**src/rtl/timed_decoder_pkg.sv**
```systemverilog
// rtl/timed_decoder_pkg.sv - shared state type and default timing constants for the pulse decoder
package timed_decoder_pkg;

  typedef enum logic [1:0] {
    IDLE  = 2'd0,
    MARK  = 2'd1,
    SPACE = 2'd2
  } state_t;

  localparam int unsigned DEF_T_GLITCH = 4;
  localparam int unsigned DEF_T_DASH   = 60;
  localparam int unsigned DEF_T_LETTER = 120;
  localparam int unsigned DEF_TW       = 16;
  localparam int unsigned MAX_ELEMS    = 5;

endpackage

```
**src/rtl/sync_2ff.sv**
```systemverilog
// rtl/sync_2ff.sv - two-flop synchronizer for a single asynchronous bit
module sync_2ff (
  input  logic clk,
  input  logic reset,
  input  logic d,
  output logic q
);

  logic meta;

  always_ff @(posedge clk or negedge reset) begin
    if (!reset) begin
      meta <= 1'b0;
      q    <= 1'b0;
    end else begin
      meta <= d;
      q    <= meta;
    end
  end

endmodule

```
**src/rtl/timed_pulse_decoder.sv**
```systemverilog
// rtl/timed_pulse_decoder.sv - classifies on/off-keyed marks into dots and dashes and emits one symbol per letter gap
module timed_pulse_decoder
  import timed_decoder_pkg::*;
#(
  parameter int unsigned T_GLITCH = DEF_T_GLITCH,
  parameter int unsigned T_DASH   = DEF_T_DASH,
  parameter int unsigned T_LETTER = DEF_T_LETTER,
  parameter int unsigned TW       = DEF_TW
) (
  input  logic       clk,
  input  logic       reset,
  input  logic       sig_in,
  output logic [4:0] code,
  output logic [2:0] len,
  output logic       valid,
  output logic       err
);

  state_t        state_reg;
  state_t        state_next;
  logic [TW-1:0] t;
  logic [TW:0]   mark_len;
  logic          sig_s;
  logic          push;
  logic          push_bit;
  logic          emit;
  logic [4:0]    sr;
  logic [2:0]    count;
  logic          err_int;

  sync_2ff u_sync (
    .clk   (clk),
    .reset (reset),
    .d     (sig_in),
    .q     (sig_s)
  );

  // One extra bit so a saturated timer still yields a length above T_DASH.
  assign mark_len = {1'b0, t} + (TW+1)'(1);
  assign push_bit = (mark_len >= (TW+1)'(T_DASH));

  always_ff @(posedge clk or negedge reset) begin
    if (!reset) begin
      state_reg <= IDLE;
    end else begin
      state_reg <= state_next;
    end
  end

  always_ff @(posedge clk or negedge reset) begin
    if (!reset) begin
      t <= '0;
    end else if (state_next != state_reg) begin
      t <= '0;
    end else if (t != {TW{1'b1}}) begin
      t <= t + 1'b1;
    end
  end

  always_comb begin
    state_next = state_reg;
    push       = 1'b0;
    emit       = 1'b0;
    case (state_reg)
      IDLE: begin
        if (sig_s) state_next = MARK;
      end
      MARK: begin
        if (!sig_s) begin
          if (mark_len < (TW+1)'(T_GLITCH)) begin
            state_next = (count == 3'd0) ? IDLE : SPACE;
          end else begin
            push       = 1'b1;
            state_next = SPACE;
          end
        end
      end
      SPACE: begin
        if (sig_s) begin
          state_next = MARK;
        end else if (t == TW'(T_LETTER - 1)) begin
          emit       = 1'b1;
          state_next = IDLE;
        end
      end
      default: state_next = IDLE;
    endcase
  end

  // Symbol accumulator; a sixth element only flags the overflow.
  always_ff @(posedge clk or negedge reset) begin
    if (!reset) begin
      sr      <= '0;
      count   <= '0;
      err_int <= 1'b0;
    end else if (emit) begin
      sr      <= '0;
      count   <= '0;
      err_int <= 1'b0;
    end else if (push) begin
      if (count == 3'(MAX_ELEMS)) begin
        err_int <= 1'b1;
      end else begin
        sr    <= {sr[3:0], push_bit};
        count <= count + 3'd1;
      end
    end
  end

  always_ff @(posedge clk or negedge reset) begin
    if (!reset) begin
      code  <= '0;
      len   <= '0;
      err   <= 1'b0;
      valid <= 1'b0;
    end else begin
      valid <= emit;
      if (emit) begin
        code <= sr;
        len  <= count;
        err  <= err_int;
      end
    end
  end

endmodule

```
**config.mk**
```make
export PLATFORM = sky130hd
export DESIGN_NAME = timed_pulse_decoder
export DESIGN_NICKNAME = d
export VERILOG_FILES = /design/src/rtl/timed_decoder_pkg.sv /design/src/rtl/sync_2ff.sv /design/src/rtl/timed_pulse_decoder.sv
export SDC_FILE = /design/constraint.sdc
export NUM_CORES = 1
export LEC_CHECK = 0
export BUFFER_PORTS_ARGS = -buffer_cell sky130_fd_sc_hd__clkbuf_2
export CAP_MARGIN = 20
export CORE_ASPECT_RATIO = 0.8
export CORE_MARGIN = 8
export CORE_UTILIZATION = 55
export DETAILED_ROUTE_END_ITERATION = 10
export GPL_ROUTABILITY_DRIVEN = 0
export PLACE_DENSITY = 0.85
export SETUP_SLACK_MARGIN = 0.05
export SYNTH_ARGS = -nofsm -noshare
export SYNTH_HDL_FRONTEND = slang
export SYNTH_HIERARCHICAL = 1
export SYNTH_SLANG_ARGS = --single-unit
```
**constraint.sdc**
```tcl
create_clock -name clk -period 3 [get_ports clk]
set_clock_uncertainty 0.15 [all_clocks]
set_input_delay 0.15 -clock clk [delete_from_list [all_inputs] [get_ports clk]]
set_output_delay 0.15 -clock clk [all_outputs]
set_load 0.05 [all_outputs]
```
# After elaboration in Yosys (flattened, before gate mapping)
# Cells that the tools add are included.
# word_totals
wordCells,54
register_bits,39
# classes
order_cmp,2
n_reduce_logical,7
eq_ne,7
add_sub_neg,3
n_mux,24
# op_table
cell,count
16-bit two-way mux,2
"16-bit by 1-bit adder with 17-bit output, second input constant",1
"17-bit by 6-bit >= comparator with 1-bit output, second input constant",1
"17-bit by 3-bit less-than comparator with 1-bit output, second input constant",1
"16-bit by 1-bit adder with 16-bit output, second input constant",1
"16-bit by 7-bit == test with 1-bit output, second input constant",1
"16-bit != test, second input constant",1
5-bit two-way mux,3
2-bit two-way mux,6
1-bit two-way mux,9
3-bit two-way mux,3
2-bit case mux with 3 select lines,1
2-bit nonzero test,3
2-bit AND reduction,2
"3-bit by 1-bit adder with 3-bit output, second input constant",1
"3-bit == test, second input constant",1
3-bit logical NOT,1
"2-bit by 1-bit == test with 1-bit output, second input constant",1
"2-bit == test, second input constant",1
2-bit logical NOT,1
2-bit != test,1
"2-bit != test, second input constant",1

# Logic depth before layout (Yosys ltp)
# logic_depth
ltp_word,7
depth_mapped,8

# Cells and area by module
# Netlist, hierarchy kept.
# modules_own_cells
mod,cells_each,seq_area_each_um2,area_each_um2,n_inst
timed_pulse_decoder,212,925.9,2218.4,1
sync_2ff,2,50.0,50.0,1

# Least setup slack after synthesis
# OpenSTA, ideal clock, no wires.
# synth_timing
path_type,flip-flop to flip-flop
startpoint,reg t[1]
endpoint,reg count[0]
t_required_ns,2.771
path_slack_ns,0.526
period_less_slack_ns,2.474
n_path_buf,1
path_stages_with_launch,9
arrival_time_ns,2.245
cell_sequence,dfrtp_1 -> ha_1 -> nand3_1 -> or4_1 -> buf_2 -> xor2_1 -> nand4_2 -> o21ai_4 -> mux2i_1
# synth_between
elab_chain_len,7
elab_cells_between_ends,13
cone_classes,add/sub (1); order compare (1); eq/ne (2); mux (7); reduce/logical (2)
# synth_lines
element,line_no,text
"start, declared",timed_pulse_decoder.sv:21,logic [TW-1:0] t;
"start signal, assigned",timed_pulse_decoder.sv:56,t <= t + 1'b1;
16-bit by 1-bit adder with 17-bit output,timed_pulse_decoder.sv:39,"assign mark_len = {1'b0, t} + (TW+1)'(1);"
17-bit by 3-bit less-than comparator with 1-bit output,timed_pulse_decoder.sv:70,if (mark_len < (TW+1)'(T_GLITCH)) begin
1-bit two-way mux,timed_pulse_decoder.sv:70,
1-bit two-way mux,timed_pulse_decoder.sv:69,if (!sig_s) begin
1-bit two-way mux,timed_pulse_decoder.sv:64,case (state_reg)
2-bit nonzero test (no line),--,
2-bit AND reduction (no line),--,
"end signal, assigned",timed_pulse_decoder.sv:105,count <= count + 3'd1;
"end, declared",timed_pulse_decoder.sv:28,logic [2:0] count;
# Parallel ways exist; a longest one is shown, timed or not.
# A chain may end at the register's enable or synchronous reset.

# Worst setup path after layout
# layout_timing
startpoint,reg t[1]
endpoint,reg sr[0]
# layout_between
elab_chain_len,7
elab_cells_between_ends,16
cone_classes,add/sub (1); order compare (2); eq/ne (2); mux (9); reduce/logical (2)
# layout_lines
element,line_no,text
16-bit by 1-bit adder with 17-bit output,timed_pulse_decoder.sv:39,
17-bit by 3-bit less-than comparator with 1-bit output,timed_pulse_decoder.sv:70,
1-bit two-way mux,timed_pulse_decoder.sv:70,
1-bit two-way mux,timed_pulse_decoder.sv:69,
1-bit two-way mux,timed_pulse_decoder.sv:64,
2-bit nonzero test (no line),--,
2-bit AND reduction (no line),--,
"end signal, assigned",timed_pulse_decoder.sv:104,"sr <= {sr[3:0], push_bit};"
"end, declared",timed_pulse_decoder.sv:27,logic [4:0] sr;
# Parallel ways exist; a longest one is shown, timed or not. The select of a mux whose other input is x is not followed.

==> metrics <==
Syn Inst Count 214; first-pass GRT wire length 6.78 mm; #FFs+latches synth 39; utilization after layout 58.8%; reg2reg start t[1]$_DFFE_PN0P_; post-route ant nets 0; DRC Markers 0; minimum clock period 2730 ps; period utilization 91.1%; crit path DAT 2750 ps; die area 0.00645 sq mm; io pins 13; Logic pwr share 20.1%; remaining global-route overflow 0; switch share 30.7%; Rel. slew slack 53.1%; average cell area after synthesis 10.6 sq um; Post-synth ARST share 100%; crit path from t[1]$_DFFE_PN0P_; M1 GR Usage 18.6%; max-cap check violation count 0; max reg flops 16; Tot Pwr 0.00137 W; wire per inst 14.2 um; syn_nets 222; CTS buffer count 5; final worst setup slack 267 ps; final setup fails 0; pwr dens 571 mW/mm^2; CTS H-tree lvls 2; Top FF cell, synth dfrtp_1; Slew Limit Fails 0; Largest regs t (16), code (5), sr (5); Fin. Hold Viols 0; CTS tree yes; vias in the first global route 1442; hold slack 163 ps; FMAX 366 MHz; row cnt 21; kind of end point of the critical path flip-flop; grt met2 use 19.4%; initial antenna violation count 0; Int Pwr 0.000948 W; # diodes 0; fraction of layout cells with a size suffix above 1 20.9%; worst slew pin tran 703 ps; Chip Height 73.4 um; CTS max path bufs 2; RSZ-0062 raised after global routing true; Reg power frac 47.8%; startpoint types flip-flop; final WL 4.00 mm; met3 GRT Util 3.13%; status finished clean; CTS root buffer clkbuf_8; largest net degree at the start of global routing 40; peak supply drop 0.373 mV; initial DRC count 137; DIE WIDTH 87.8 um; Top reg by flops t; Leakage 1.12 nW; dpl hpwl 2.76 mm; Place WS 264 ps; Post-Syn Area 0.00227 sq mm; Worst-Skew Late Latency 300 ps; clock-pin slew on the worst setup and hold paths 80 ps; vias per cell 5.49; setup_tns 0 ps; synth warn 6; port bufs 12; CTS Sinks 39; total number of vias 1549; Seq/Total Area, Yosys 43.0%; power share of the clock group 32.1%; Hold WC Path Type input pin to async pin; starting density of the core 55.7%; core area 0.00407 sq mm; Most Used Layer, Global Route met2; Worst Setup Path Type flip-flop to flip-flop; Switch Pwr 0.000420 W; Layout Nets 232; Syn-to-layout area delta 5.63%; WP data required 3010 ps; crit-path max FO 8; first drt pass iteration count 4; GRT Util Overall 13.6%; EDFF count, synth 0; Cell variety after synth 52
==> worst paths after layout <==
path,to,slack [ps],cells after the start
hold / removal,state_reg[1]$_DFF_PN0_,160,2
max in group asynchronous,t[0]$_DFFE_PN0P_,2070,3
hold reg to reg,u_sync/q$_DFF_PN0_,230,0
min in group clk,u_sync/q$_DFF_PN0_,230,0
setup reg to reg,sr[0]$_DFFE_PN0P_,270,7
setup / recovery,sr[0]$_DFFE_PN0P_,270,7
==> power groups by stage <==
stage | clock network [W] | registers (W) | logic, W
floorplan | 0 | 0.000625 | 0.000238
global placement | 0 | 0.000653 | 0.000245
detailed placement | 0 | 0.000660 | 0.000255
CTS | 0.000452 | 0.000649 | 0.000258
global route | 0.000474 | 0.000665 | 0.000311
finish | 0.000439 | 0.000653 | 0.000275
==> cells in the mapped netlist (2+ instances only) <==
cell,number,area [sq um]
a21oi_1,8,40.0
a21oi_2,6,52.6
a31oi_1,2,12.5
and3_1,3,18.8
buf_2,2,10.0
buf_6,3,33.8
bufbuf_16,3,97.6
clkbuf_1,2,7.51
clkbuf_2,2,10.0
clkbuf_8,3,41.3
dfrtp_1,39,976
ha_1,5,62.6
inv_1,9,33.8
mux2_2,5,56.3
mux2i_1,9,90.1
nand2_1,23,86.3
nand2b_1,2,12.5
nand3_1,8,40.0
nand4_1,3,18.8
nand4_2,2,25.0
nor2_1,11,41.3
nor3_1,8,40.0
nor4_1,5,31.3
o211a_1,2,20.0
o21ai_0,8,40.0
o22ai_1,3,18.8
xnor2_1,11,96.3
xor2_1,3,26.3
==> stage by stage <==
stage | std cells | cell area, sq um
after floorplan | 214 | 2270
after global placement | 270 | 2210
after detailed placement | 270 | 2210
after CTS | 280 | 2350
after global routing | 282 | 2400
final | 282 | 2400
==> metal layers <==
layer,share of wire [%],routed length (um)
met5,0,0
met2,43,1730
met1,50,1990
met3,5.0,199
met4,2.0,81
==> final cells by class <==
cell class / instances / area, sq um
clock buffer: 5 / 68.8
clock inverter: 3 / 43.8
fill: 338 / 1680
inverter: 9 / 33.8
multi-input combinational: 151 / 1060
sequential: 39 / 977
tap: 57 / 71.3
timing repair buffer: 18 / 143
==> worst max-delay path, cell delays in order (launching register included) <==
cell and delay, ps:
dfrtp_1 480, ha_1 310, nand3_1 120, or4_1 580, xor2_1 200, nand4_2 210, nor4bb_1 420, mux2i_1 130
==> cell usage in the layout (no fill, tap or decap), types with 2 or more instances in the layout <==
master,n
o211a_1,2
nor3_1,8
xor2_1,3
nand2b_1,2
a21oi_2,6
o21ai_0,8
nor4_1,5
a31oi_1,2
nand4_2,2
and3_1,3
nand2_1,23
dlygate4sd3_1,2
dfrtp_1,38
o22ai_1,3
nor2_1,11
ha_1,5
xnor2_1,11
buf_4,2
a21oi_1,8
clkbuf_8,5
mux2i_1,9
nand4_1,3
clkbuf_2,12
nand3_1,8
inv_1,9
mux2_2,5
==> cell families (layout without fill, tap and decap cells) <==
family	after synthesis	in the layout	synth area share, %
multiplexers	14	14	6.45
adder cells (fa/ha/maj)	5	5	2.76
AO/OA/AOI/OAI	39	39	12.2
XOR/XNOR	14	14	5.41
flip-flops	39	39	43.0
AND/OR/NAND/NOR	79	79	19.8
buffers and inverters	24	35	10.3
==> repair_timing <==
item | in CTS | in global routing
buffers inserted | 0 | 1
hold endpoints to repair | 40 | 0
hold buffers | 2 | 0
resized for setup | 0 | 1
setup endpoints to repair | 0 | 8
No activity file was read; power rests on OpenSTA's default activity.
